**src/rtl/freq_est_pkg.sv**
```systemverilog
// Shared definitions for the ADC sample-rate frequency estimation chain.
// The ADC controller wrapper and the frequency divider also use these constants.
package freq_est_pkg;

  localparam int ADC_W   = 12;
  localparam int ADC_MID = 2048;

  typedef enum logic {
    ST_IDLE,
    ST_MEASURE
  } stateT;

endpackage

```
**src/rtl/strobe_rise_det.sv**
```systemverilog
// Single-cycle accept pulse on the rising edge of a sample-ready level.
// The history bit resets high, so a level already high at reset release is ignored.
module strobe_rise_det (
  input  logic iCLK,
  input  logic iRST,
  input  logic iSTB,
  output logic oACCEPT
);

  logic hist;

  // NOTE: clocked state is written with <= so every flop samples pre-edge values.
  always_ff @(posedge iCLK) begin
    if (iRST) hist <= 1'b1;
    else      hist <= iSTB;
  end

  assign oACCEPT = iSTB & ~hist;

endmodule

```
**src/rtl/zero_cross_freq_est.sv**
```systemverilog
// Mid-scale rising-crossing detector with hysteresis; averages 2^LOG2_AVG periods
// (in samples) and publishes the mean with a 2-cycle latency from the strobe rise.
module zero_cross_freq_est
  import freq_est_pkg::*;
#(
  parameter int DATA_W   = ADC_W,
  parameter int MID      = ADC_MID,
  parameter int HYST     = 64,
  parameter int LOG2_AVG = 3,
  parameter int CNT_W    = 16
) (
  input  logic              iCLK,
  input  logic              iRST,
  input  logic [DATA_W-1:0] iSAMPLE,
  input  logic              iSTB,
  output logic [CNT_W-1:0]  oPERIOD,
  output logic              oVALID,
  output logic              oTIMEOUT,
  output logic              oLOCK
);

  localparam int ACC_W = CNT_W + LOG2_AVG;
  localparam logic [DATA_W-1:0] HI_TH = DATA_W'(MID + HYST);
  localparam logic [DATA_W-1:0] LO_TH = DATA_W'(MID - HYST);
  // MAX_PERIOD-1: the last count a non-crossing sample may see before timeout
  localparam logic [CNT_W-1:0] CNT_LAST = {{(CNT_W-1){1'b1}}, 1'b0};

  logic                accept;
  logic                acceptQ;
  logic [DATA_W-1:0]   sampleQ;

  logic                lvl, lvlNxt;
  stateT               state, stateNxt;
  logic [CNT_W-1:0]    cnt, cntNxt;
  logic [ACC_W-1:0]    acc, accNxt;
  logic [LOG2_AVG-1:0] nper, nperNxt;
  logic [CNT_W-1:0]    periodNxt;
  logic                validNxt, timeoutNxt, lockNxt;

  logic                crossing;
  logic [CNT_W-1:0]    period;
  logic [ACC_W-1:0]    periodSum;

  strobe_rise_det uStrobe (
    .iCLK    (iCLK),
    .iRST    (iRST),
    .iSTB    (iSTB),
    .oACCEPT (accept)
  );

  assign crossing  = acceptQ & ~lvl & (sampleQ >= HI_TH);
  assign period    = cnt + 1'b1;
  assign periodSum = acc + ACC_W'(period);

  // NOTE: every signal driven here gets a default first, so no path infers a latch.
  always_comb begin
    lvlNxt     = lvl;
    stateNxt   = state;
    cntNxt     = cnt;
    accNxt     = acc;
    nperNxt    = nper;
    periodNxt  = oPERIOD;
    lockNxt    = oLOCK;
    validNxt   = 1'b0;
    timeoutNxt = 1'b0;

    if (acceptQ) begin
      if (!lvl && sampleQ >= HI_TH)     lvlNxt = 1'b1;
      else if (lvl && sampleQ <= LO_TH) lvlNxt = 1'b0;
    end

    case (state)
      ST_IDLE: begin
        if (crossing) begin
          cntNxt   = '0;
          accNxt   = '0;
          nperNxt  = '0;
          stateNxt = ST_MEASURE;
        end
      end
      ST_MEASURE: begin
        // A crossing is checked first so it wins over a coincident timeout.
        if (crossing) begin
          cntNxt = '0;
          if (nper == '1) begin
            periodNxt = periodSum[ACC_W-1:LOG2_AVG];
            validNxt  = 1'b1;
            lockNxt   = 1'b1;
            accNxt    = '0;
            nperNxt   = '0;
          end else begin
            accNxt  = periodSum;
            nperNxt = nper + 1'b1;
          end
        end else if (acceptQ) begin
          if (cnt == CNT_LAST) begin
            timeoutNxt = 1'b1;
            lockNxt    = 1'b0;
            accNxt     = '0;
            nperNxt    = '0;
            stateNxt   = ST_IDLE;
          end else begin
            cntNxt = cnt + 1'b1;
          end
        end
      end
      default: stateNxt = ST_IDLE;
    endcase
  end

  always_ff @(posedge iCLK) begin
    if (iRST) begin
      acceptQ  <= 1'b0;
      sampleQ  <= '0;
      lvl      <= 1'b0;
      state    <= ST_IDLE;
      cnt      <= '0;
      acc      <= '0;
      nper     <= '0;
      oPERIOD  <= '0;
      oVALID   <= 1'b0;
      oTIMEOUT <= 1'b0;
      oLOCK    <= 1'b0;
    end else begin
      acceptQ <= accept;
      if (accept) sampleQ <= iSAMPLE;
      lvl      <= lvlNxt;
      state    <= stateNxt;
      cnt      <= cntNxt;
      acc      <= accNxt;
      nper     <= nperNxt;
      oPERIOD  <= periodNxt;
      oVALID   <= validNxt;
      oTIMEOUT <= timeoutNxt;
      oLOCK    <= lockNxt;
    end
  end

endmodule

```
**config.mk**
```make
export PLATFORM = sky130hd
export DESIGN_NAME = zero_cross_freq_est
export DESIGN_NICKNAME = d
export VERILOG_FILES = /design/src/rtl/freq_est_pkg.sv /design/src/rtl/strobe_rise_det.sv /design/src/rtl/zero_cross_freq_est.sv
export SDC_FILE = /design/constraint.sdc
export NUM_CORES = 1
export LEC_CHECK = 0
export BUFFER_PORTS_ARGS = -buffer_cell sky130_fd_sc_hd__buf_2
export CAP_MARGIN = 10
export CORE_MARGIN = 3
export CORE_UTILIZATION = 55
export CTS_CLUSTER_DIAMETER = 80
export DETAILED_ROUTE_END_ITERATION = 8
export PLACE_DENSITY = 0.74
export SYNTH_ARGS = -nofsm -noshare
export SYNTH_HDL_FRONTEND = slang
export SYNTH_SLANG_ARGS = --single-unit
```
**constraint.sdc**
```tcl
create_clock -name iCLK -period 4.3 [get_ports iCLK]
set_input_delay 0.645 -clock iCLK [delete_from_list [all_inputs] [get_ports iCLK]]
set_output_delay 0.645 -clock iCLK [all_outputs]
set_load 0.03 [all_outputs]
```
# [Word-level counts from Yosys, hierarchy flattened]
# Cells that the tools add are included.
[totals] ff_bits=73
[classes] addsub=3 mux=30 n_reduce_logical=13 eq_ne=7 order_cmp=2 bitwise_logic=8
[op_table] op="2-to-1 mux 19 bit" count=5
[op_table] op="2-to-1 mux 16 bit" count=4
[op_table] op="one-hot mux 19 bit (2 select lines)" count=1
[op_table] op="one-hot mux 16 bit (2 select lines)" count=1
[op_table] op="adder 19 x 16 -> 19 bit" count=1
[op_table] op="adder 16 x 1 -> 16 bit, second input constant" count=1
[op_table] op="equality test 16 bit, second input constant" count=1
[op_table] op="2-to-1 mux 3 bit" count=5
[op_table] op="greater-or-equal comparator 12 bit, second input constant" count=1
[op_table] op="less-or-equal comparator 12 x 11 -> 1 bit, second input constant" count=1
[op_table] op="2-to-1 mux 1 bit" count=12
[op_table] op="AND reduction 3 bit" count=3
[op_table] op="one-hot mux 3 bit (2 select lines)" count=1
[op_table] op="nonzero test 2 bit" count=3
[op_table] op="inverter 1 bit" count=5
[op_table] op="AND reduction 4 bit" count=1
[op_table] op="OR reduction 4 bit" count=1
[op_table] op="adder 3 x 1 -> 3 bit, second input constant" count=1
[op_table] op="bitwise AND 1 bit" count=3
[op_table] op="equality test 3 bit, second input constant" count=1
[op_table] op="inequality test 3 x 1 -> 1 bit, second input constant" count=1
[op_table] op="inequality test 3 x 2 -> 1 bit, second input constant" count=1
[op_table] op="inequality test 3 bit, second input constant" count=1
[op_table] op="OR reduction 3 bit" count=1
[op_table] op="other kinds (6)" count=7

# [Longest topological paths before layout]
# Gate-level depths: netlist (run 1).
[logic_depth] depth_word=5 ltp_mapped=14

# [By module]
# From an unflattened synthesis (run 1), not the netlist that was laid out.
[unflattened] hier_cells=467 hier_area_um2=3946.3
[by_module_without_submodules] mod="zero_cross_freq_est" seq_area_each_um2=1441.4 area_per_inst_um2=3913.8 cells_each=464 instances=1
[by_module_without_submodules] mod="strobe_rise_det" seq_area_each_um2=20.0 area_per_inst_um2=32.5 cells_each=3 instances=1

# [Worst setup path before layout (run 1)]
# No wires, ideal clock.
[synth_path] path_type="register -> register" from="reg cnt[4]" to="reg acc[17]" path_slack_ns=1.178 setup_time_ns=0.131 arrival_time_ns=2.991 path_stages_with_launch=14 required_time_ns=4.169 cell_sequence="dfxtp_1 and4_4 nand3_4 or2_2 clkbuf_1 nor2_1 xor2_1 ha_1 clkbuf_1 and4_1 a2111oi_0 inv_1 o21ai_0 a31oi_1"
[synth_between] elab_chain_len=5
[synth_rtl] element="from (decl)" line="zero_cross_freq_est.sv:34" rtl="logic [CNT_W-1:0] cnt, cntNxt;"
[synth_rtl] element="from (signal assigned)" line="zero_cross_freq_est.sv:129" rtl="cnt <= cntNxt;"
[synth_rtl] element="adder 16 x 1 -> 16 bit" line="zero_cross_freq_est.sv:52" rtl="assign period = cnt + 1'b1;"
[synth_rtl] element="adder 19 x 16 -> 19 bit" line="zero_cross_freq_est.sv:53" rtl="assign periodSum = acc + ACC_W'(period);"
[synth_rtl] element="2-to-1 mux 19 bit" line="zero_cross_freq_est.sv:85" rtl="if (nper == '1) begin"
[synth_rtl] element="2-to-1 mux 19 bit" line="zero_cross_freq_est.sv:83" rtl="if (crossing) begin"
[synth_rtl] element="one-hot mux 19 bit (2 select lines)" line="zero_cross_freq_est.sv:72" rtl="case (state)"
[synth_rtl] element="to (signal assigned)" line="zero_cross_freq_est.sv:130" rtl="acc <= accNxt;"
[synth_rtl] element="to (decl)" line="zero_cross_freq_est.sv:35" rtl="logic [ACC_W-1:0] acc, accNxt;"
# Parallel ways exist; a longest one is shown, timed or not.
# A chain may end at the register's enable or synchronous reset.

# [Final worst setup path (run 1)]
# Ends and elaborated chain as after synthesis.

==> results list, run 1 <==
- In this run the critical register-to-register path is launched from cnt[4]$_SDFFE_PP0P_.
- The worst-case IR drop observed on VDD is 0.162 mV.
- The signal on the critical path passes through and4_4 > nand3_4 > or2_2 > nor2_1 > xor2_1 > ha_1 > and4_1 > a2111oi_0 > inv_1 > o21ai_0 > a31oi_1.
- Post CTS Setup Buffer Count: 0
- Portion of the clock cycle consumed by the worst path in the final layout: 77.4%
- Clock tree synthesis inserted a total of 9 buffers.
- Crit end category: flop
* Max-Slew Margin vs Limit: 28.7%
- Worst slew pin tran: 1.07 ns
* Fin nets: 555
* Arrival time at the worst endpoint: 3.54 ns
* Maximum root-to-sink buffer count: 2
* Relative contribution of sequential cells to total power: 53.6%
* Net count after synthesis: 533
- Syn-to-layout area delta: 9.61%
- Max incr delay on CP: 0.68 ns
* Routed wire length: 9180 um
- Most instantiated flip-flop cell in the synthesis netlist: sky130_fd_sc_hd__dfxtp_1
- For the worst-skew pair, the clock arrives at the later sink with an insertion delay of 0.36 ns.
- The initial antenna violation count was 0.
- The endpoint identified for the worst register-to-register timing path is acc[17]$_SDFFE_PP0P_.
* Critical path capture point: acc[17]$_SDFFE_PP0P_
- The post-route netlist has 12.0% of its cells at a drive strength greater than 1.
- The number of global-route vias before repair came to 3252.
- Total leakage power: 1.78 nW
* Number of levels in the clock H-tree: 3
- Detailed routing inserted a total of 3593 vias.
- The die covers 0.00835 sq mm.
* Resized Gates After CTS: 0
* Iteration-0 DRC count of the detailed router: 194
- Register bit total from synthesis: 73
* Logic gate share of total power: 2.9%
- Clock tree root driver cell: sky130_fd_sc_hd__clkbuf_8
* Switching power summed over all nets: 0.311 mW
* DR DRC count: 0
* Cell area reported after detailed placement: 0.00419 sq mm
* Slowest cell on the critical path: sky130_fd_sc_hd__a2111oi_0
- The worst setup path is launched from a flop.
- TritonCTS built the clock tree.
- Setup Skew: 0.0105 ns
- Length of the first detailed-routing pass in iterations: 5
- Post-route minimum period: 3.33 ns
* Number of cells traversed by the worst register-to-register path: 11
- The total count of hold-check failures in the final report was 0.
- Worst hold margin: 0.456 ns
- In this run the worst path has a maximum fanout of 9.
- Port buffering added 33 buffers.
- ANT cells: 0
- Gate count after technology mapping: 496
* Final core utilization: 63.3%
- Clock sink count: 73
- The design draws 1.27 mW.
* Count of distinct cell types in the synthesized netlist: 61
- Warnings, synthesis: 0
- The synthesized design contains 0 enable-type register cells.
- RSZ-0062 raised after global routing: no
- Post-synthesis average cell area: 8.09 sq um
* Part of the power in the clock network: 43.6%
- After routing, the total negative slack on setup checks comes to 0 ns.
- Die Ht: 91.4 um
- Initial core utilization: 57.8%
- The mapped netlist covers 0.00401 sq mm.
* Horizontal die dimension: 91.4 um
- Counting flops with an async set or reset pin after synthesis yields a share of 0%.
- Number of setup violations in the final report: 0
* GRT Residual Overflow: 0
- The floorplan step defined a core boundary enclosing 0.00694 sq mm.
* Top cells by instance count after synthesis: sky130_fd_sc_hd__dfxtp_1, sky130_fd_sc_hd__nand2_1, sky130_fd_sc_hd__a21oi_1
- Grouping stages by cell kind, the critical path spends the most delay in simple AND/OR/NAND/NOR gates.
- The final count of pins violating max slew was 0.
- Using the TritonRoute via totals, the vias-per-cell ratio works out to 5.80.
- The min-delay analysis places its worst path in the category reg -> reg.
- Number of I/O pins: 34
- Post-synth top area cell: sky130_fd_sc_hd__dfxtp_1
- The number of buffers and inverters on the critical path is 1.
- In this run the number of cells on the critical path is 11.
- Entering global routing, the biggest net connects 50 pins.
* Number of placement rows: 30
- Largest cells by area after synthesis: sky130_fd_sc_hd__dfxtp_1, sky130_fd_sc_hd__ha_1, sky130_fd_sc_hd__nand2_1
- Net switching is 24.4% of the power.
* Residual antenna-violating net count after detailed routing: 0
* Power density of the placed cells: 290 mW/mm^2
* Status: finished clean
- Data on the critical path is required at its endpoint by 4.51 ns.
- Routed WL per cell: 14.8 um
- After synthesis, the largest area contributor takes up 36.4% of total cell area.
- Detailed placement ended at an HPWL of 6440 um.
- Worst R2R Setup Slack: 0.97 ns
- Max-cap violations in this run came to 0.
* Clk pin slew, worst setup/hold paths: 0.09 ns
- Global routing consumed, over all layers together, 21.8% of the routing resources.
- The share of the Yosys chip area taken by registers is 36.4%.
* Start-to-end type of the worst setup path: reg -> reg
- Dominant cell by count in the synthesized netlist: sky130_fd_sc_hd__dfxtp_1
- For this design, the CTS-stage hold fixing added 0 buffers.
* Global-route wire length before repair: 14900 um
* Total non-filler cell area in the finished layout: 0.00440 sq mm
- Static timing analysis puts the maximum clock frequency at 0.300 GHz.
* Global placer's final weighted congestion: 0.935
- In this run the worst setup path begins at cnt[4]$_SDFFE_PP0P_.
- The internal power of the cells totals 0.964 mW.
power by group through the flow:
stage	Sequential (mW)	Combinational, mW	Clock (mW)
floorplan	0.698	0.0256	0
global placement	0.699	0.0358	0
detailed placement	0.699	0.0369	0
CTS	0.683	0.0368	0.560
global route	0.684	0.0413	0.584
finish	0.683	0.0365	0.556
layout make-up:
class / count / area, sq um
Multi-Input combinational cell: 389 / 2400
Timing Repair Buffer: 33 / 165
Tap cell: 96 / 120
Inverter: 12 / 45.0
Sequential cell: 73 / 1460
Clock inverter: 7 / 78.8
Fill cell: 631 / 2550
Clock buffer: 9 / 124
cell families after synthesis:
kind of cell | count (synthesis) | share of synthesized area (%)
buf+inv | 34 | 3.68
simple gates | 212 | 26.6
mux | 3 | 0.749
flops | 73 | 36.4
fa+ha+maj | 22 | 7.05
compound gates | 123 | 19.2
xor+xnor | 29 | 6.33
sequential cells by signal, summed over array words and instances (netlist names):
name,count
acc,19
cnt,16
oPERIOD,16
sampleQ,12
nper,3
acceptQ,1
lvl,1
oLOCK,1
oTIMEOUT,1
oVALID,1
state,1
uStrobe.hist,1
layout by cell type, fill, tap and decap left out, drive strengths merged, types with 7 or more instances in the layout:
cell type / synthesis / final
nor2: 41 / 41
a21o: 7 / 7
xnor2: 18 / 18
nor3: 9 / 9
and2: 7 / 7
dfxtp: 73 / 73
buf: 10 / 33
inv: 12 / 13
o21ai: 26 / 26
clkbuf: 12 / 9
ha: 21 / 21
nand4: 9 / 9
nand2: 69 / 69
nand3: 33 / 33
xor2: 11 / 11
a21oi: 49 / 49
or3: 9 / 9
per-stage QoR:
| stage | std cells | setup WS [ns] |
|---|---|---|
| after global placement | 603 | 1.07 |
| after detailed placement | 603 | 0.992 |
| after floorplan | 496 | 1.18 |
| final | 619 | 0.971 |
| after global routing | 619 | 0.581 |
| after CTS | 619 | 0.984 |
layer usage:
metal	GRT usage, %	wire length [um]
met3	3.48	403
met5	0	0
met1	27.4	4200
met4	9.42	177
met2	36.9	4400
worst min path at each step:
| stage | slack, ns | cells past startpoint | start | end |
|---|---|---|---|---|
| floorplan | 0.43 | 2 | sampleQ[5]$_SDFFE_PP0P_ | sampleQ[5]$_SDFFE_PP0P_ |
| finish | 0.46 | 2 | oPERIOD[3]$_SDFFE_PP0P_ | oPERIOD[3]$_SDFFE_PP0P_ |
| global route | 0.47 | 2 | sampleQ[5]$_SDFFE_PP0P_ | sampleQ[5]$_SDFFE_PP0P_ |
| detailed placement | 0.45 | 2 | sampleQ[3]$_SDFFE_PP0P_ | sampleQ[3]$_SDFFE_PP0P_ |
| CTS | 0.46 | 2 | sampleQ[3]$_SDFFE_PP0P_ | sampleQ[3]$_SDFFE_PP0P_ |
| global placement | 0.44 | 2 | sampleQ[3]$_SDFFE_PP0P_ | sampleQ[3]$_SDFFE_PP0P_ |
worst min-delay path, stage by stage, from the launching register on:
cell and delay (ns):
sky130_fd_sc_hd__dfxtp_1 0.31, sky130_fd_sc_hd__nand2_1 0.05, sky130_fd_sc_hd__a21oi_1 0.05
Note: power is estimated with default switching activity, not from simulation.
==> inputs of run 2 (changes only) <==
Settings changed: ABC_AREA set to 1, CORE_UTILIZATION 55 to 54, PLACE_DENSITY 0.74 to 0.76.
Clock period 4.3 ns to 2.7 ns, I/O delays scaled along.
==> run 2 against run 1 <==
Compared with the run above: sequential power rose by 60%; hold slack worse by 0.22 ns; area after synthesis is 0.53% higher; via count grew 4.7%; power up 54%; maximum frequency increased by 33%; first-iteration DRC count shrank 9.3%; sequential cell count stayed put.
==> results list, run 2 <==
- The run finished with clean final reports.
- The floorplan step defined a die boundary enclosing 0.00854 sq mm.
- The critical path is of the reg -> reg type.
- Clock tree synthesis selected as its root buffer the cell sky130_fd_sc_hd__clkbuf_8.
- Along the worst path, the maximum fanout reaches 5.
* CTS tree: yes
* Hold crit path type: in -> reg
- The finished cells cover 0.00462 sq mm.
- The netlist uses 35 different library cells.
- The biggest area contributor in the post-synthesis netlist is sky130_fd_sc_hd__dfxtp_1.
- The detailed router finished its first iteration with 176 violations.
- Grt peak-use layer: met2
* Portion of synthesized cell area occupied by the leading cell type: 36.2%
- Registers with the highest flip-flop counts: acc x19, cnt x16, oPERIOD x16
- Vias in the first global route: 3614
- sky130_fd_sc_hd__nand2_1 is the most common cell in the netlist.
- Number of synthesized flops with an enable pin: 0
- Net count after synthesis: 634
- Pin placement for this block handled 34 I/O pins.
* Post-route minimum period: 2.51 ns
- Max Cap Viol: 0
- Global-route wire length before repair: 15700 um
- The final count of pins violating max slew was 0.
* Total power draw: 1.96 mW
- The initial antenna violation count is 0.
- Total via count after detailed routing: 3762
- In this run the standard cell core region covers 0.00702 sq mm.
- The average instance in the mapped netlist occupies 6.75 sq um.
- Setup repair after global routing could not meet its margin everywhere.
- In this run the number of H-tree levels came out at 3.
* Required time worst endpoint: 2.97 ns
- Total GRT Usage: 22.7%
- Combined flip-flop and latch cell area: 0.00147 sq mm
* Die Ht: 92.4 um
* DR DRC count: 0
* Power density of the placed cells: 424 mW/mm^2
- Fraction of registers with async set or reset after synthesis: 0%
- After the last flow step, the layout net total stands at 670.
- VDD sags by at most 0.377 mV.
- The repair_antennas step left the layout with diodes totalling 0.
* Most common cell after layout, fill and taps aside: sky130_fd_sc_hd__nand2_1
* Number of setup violations in the final report: 0
- Number of clock buffers inserted by TritonCTS: 9
- Maximum number of pins on one net before global-route repair: 43
* Portion of the clock cycle consumed by the worst path in the final layout: 92.9%
* Multi-input gate area: 0.00235 sq mm
* Largest cells by area after synthesis: sky130_fd_sc_hd__dfxtp_1, sky130_fd_sc_hd__nand2_1, sky130_fd_sc_hd__a21oi_1
- Number of flip-flops in the largest register: 19
- Residual antenna-violating net count after detailed routing: 0
- Met3 layer usage reported by global route: 5.61%
* Setup Skew: 0.00748 ns
* Commonest cells after routing, fill and taps aside: sky130_fd_sc_hd__nand2_1, sky130_fd_sc_hd__dfxtp_1, sky130_fd_sc_hd__nor2_1, sky130_fd_sc_hd__inv_1, sky130_fd_sc_hd__a21oi_1
- Data on the critical path arrives at its endpoint at 2.78 ns.
- During synthesis, Yosys emitted a total of 0 warnings.
- Netlist Area Pre-Place: 0.00403 sq mm
* Clock sink count: 73
- Counting the fill cells in the layout gives 652.
* Maximum root-to-sink buffer count: 2
- Initial core utilization: 57.5%
- After legalization and detailed placement, the total HPWL measured 6800 um.
* Routed WL per cell: 12.5 um
* Final Hold Vio Count: 0
* Highest clock rate: 0.399 GHz
- Horizontal die dimension: 92.4 um
- After clock tree synthesis, the clock-pin slew on the worst setup and hold paths is 0.08 ns.
- Among all flip-flop cells after synthesis, the most frequent one is sky130_fd_sc_hd__dfxtp_1.
* Routing usage on met2: 41.7%
- Summed over all cells, the static leakage comes to 2.16 nW.
- Final TNS setup: 0 ns
* Number of placement rows: 30
- The synthesized design contains 73 register bits.
- Summed over all layers, the global routing overflow is 0.
- Gate count after technology mapping: 597
- Number of vias per cell after detailed routing: 5.13
* Worst-skew pair later-pin latency: 0.36 ns
* Syn-to-layout area delta: 14.5%
* Crit end category: flop
- Counting instances in the post-synthesis netlist gives the leading cell types as sky130_fd_sc_hd__nand2_1, sky130_fd_sc_hd__dfxtp_1, sky130_fd_sc_hd__nor2_1.
- Cells with a size suffix above 1 make up 16.0% of the layout.
* Post-synthesis sequential area ratio: 36.2%
* Worst slew pin tran: 0.665 ns
- Counting flops per register, the top entry is acc.
- Max-Slew Margin vs Limit: 55.6%
- Length of the first detailed-routing pass in iterations: 4
* Cell area reported after detailed placement: 0.00430 sq mm
* Quantity of I/O buffers inserted on ports: 33
- Routed wire length: 9210 um
* Element type at the critical path start: flop
* Global placer's final weighted congestion: 0.848
- Global routing consumed, on the met1 layer, 25.8% of the routing resources.
## run 2: changes by cell type in the layout (fill, tap and decap cells not counted), moves of 6 or more
| cell | change |
|---|---|
| sky130_fd_sc_hd__inv_1 | +50 |
| sky130_fd_sc_hd__nand2_1 | +106 |
| sky130_fd_sc_hd__buf_4 | +9 |
| sky130_fd_sc_hd__nand4_1 | -6 |
| sky130_fd_sc_hd__nor2_1 | +22 |
| sky130_fd_sc_hd__or3_1 | -9 |
| sky130_fd_sc_hd__nor2_2 | +10 |
| sky130_fd_sc_hd__xnor2_1 | -12 |
## run 2: final cells by class
type	count	area share (%)
tap	96	2.60
sequential	73	31.8
multi-input combinational	440	51.0
timing repair buffer	42	5.04
inverter	67	5.45
clock inverter	6	1.08
clock buffer	10	2.98
## run 2: timing repair
action	in CTS	in global routing
endpoints found under the setup margin	5	15
buffers inserted	0	1
pin swaps	0	6
endpoints found under the hold margin	0	0
hold buffers	0	0
resized for setup	5	30
## run 2: final timing paths
kind | startpoint | to | slack [ns] | cells past startpoint
setup / recovery | cnt[1]$_SDFFE_PP0P_ | oPERIOD[15]$_SDFFE_PP0P_ | 0.19 | 19
hold / removal | iSTB | uStrobe.hist$_SDFF_PP1_ | 0.24 | 3
setup reg to reg | cnt[1]$_SDFFE_PP0P_ | oPERIOD[15]$_SDFFE_PP0P_ | 0.19 | 19
hold reg to reg | acc[0]$_SDFFE_PP0P_ | acc[0]$_SDFFE_PP0P_ | 0.47 | 2
## run 2: worst max-delay path, stage by stage, from the launching register on
cell                      delay (ns)
sky130_fd_sc_hd__dfxtp_4        0.37
sky130_fd_sc_hd__ha_2           0.18
sky130_fd_sc_hd__inv_1          0.05
sky130_fd_sc_hd__nor2_2         0.14
sky130_fd_sc_hd__nand2_2        0.10
sky130_fd_sc_hd__nor2_4         0.14
sky130_fd_sc_hd__nand3_1        0.10
sky130_fd_sc_hd__xor2_1         0.17
sky130_fd_sc_hd__inv_2          0.08
sky130_fd_sc_hd__ha_4           0.31
sky130_fd_sc_hd__nand2_2        0.07
sky130_fd_sc_hd__nor2_2         0.11
sky130_fd_sc_hd__and2_1         0.14
sky130_fd_sc_hd__nand2_1        0.07
sky130_fd_sc_hd__nand2_1        0.08
sky130_fd_sc_hd__nand2_1        0.08
sky130_fd_sc_hd__nand2_1        0.06
sky130_fd_sc_hd__nand2_1        0.05
sky130_fd_sc_hd__nand2_1        0.07
sky130_fd_sc_hd__inv_1          0.03
## run 2: cell families after synthesis
family / share of synthesized area [%]
simple gates: 31.2
compound gates: 13.2
buf+inv: 8.25
flops: 36.2
fa+ha+maj: 7.01
xor+xnor: 4.13
## run 2: power breakdown
group	switching, mW	leakage (nW)	total, mW	internal [mW]
Clock	0.445	0.0895	0.813	0.368
Combinational	0.0357	1.48	0.0554	0.0197
Sequential	0.00590	0.592	1.09	1.08
Total	0.487	2.16	1.96	1.47
## run 2: metrics by stage
stage / hold slack [ns] / setup slack, ns / instances / utilization (%)
floorplan: 0.429 / 0.324 / 597 / -
global placement: 0.450 / 0.0488 / 717 / 61.2
detailed placement: 0.464 / -0.0288 / 717 / 61.2
CTS: 0.229 / 0.0547 / 733 / 64.2
global route: 0.247 / -0.00324 / 734 / 65.8
finish: 0.240 / 0.191 / 734 / 65.8
## run 2: per-layer routing
metal,routed length [um],up-vias,share of wire [%]
li1,-,1972,-
met1,4100,1718,45
met2,4700,55,51
met3,250,17,2.7
met4,163,0,1.8
met5,0,-,0
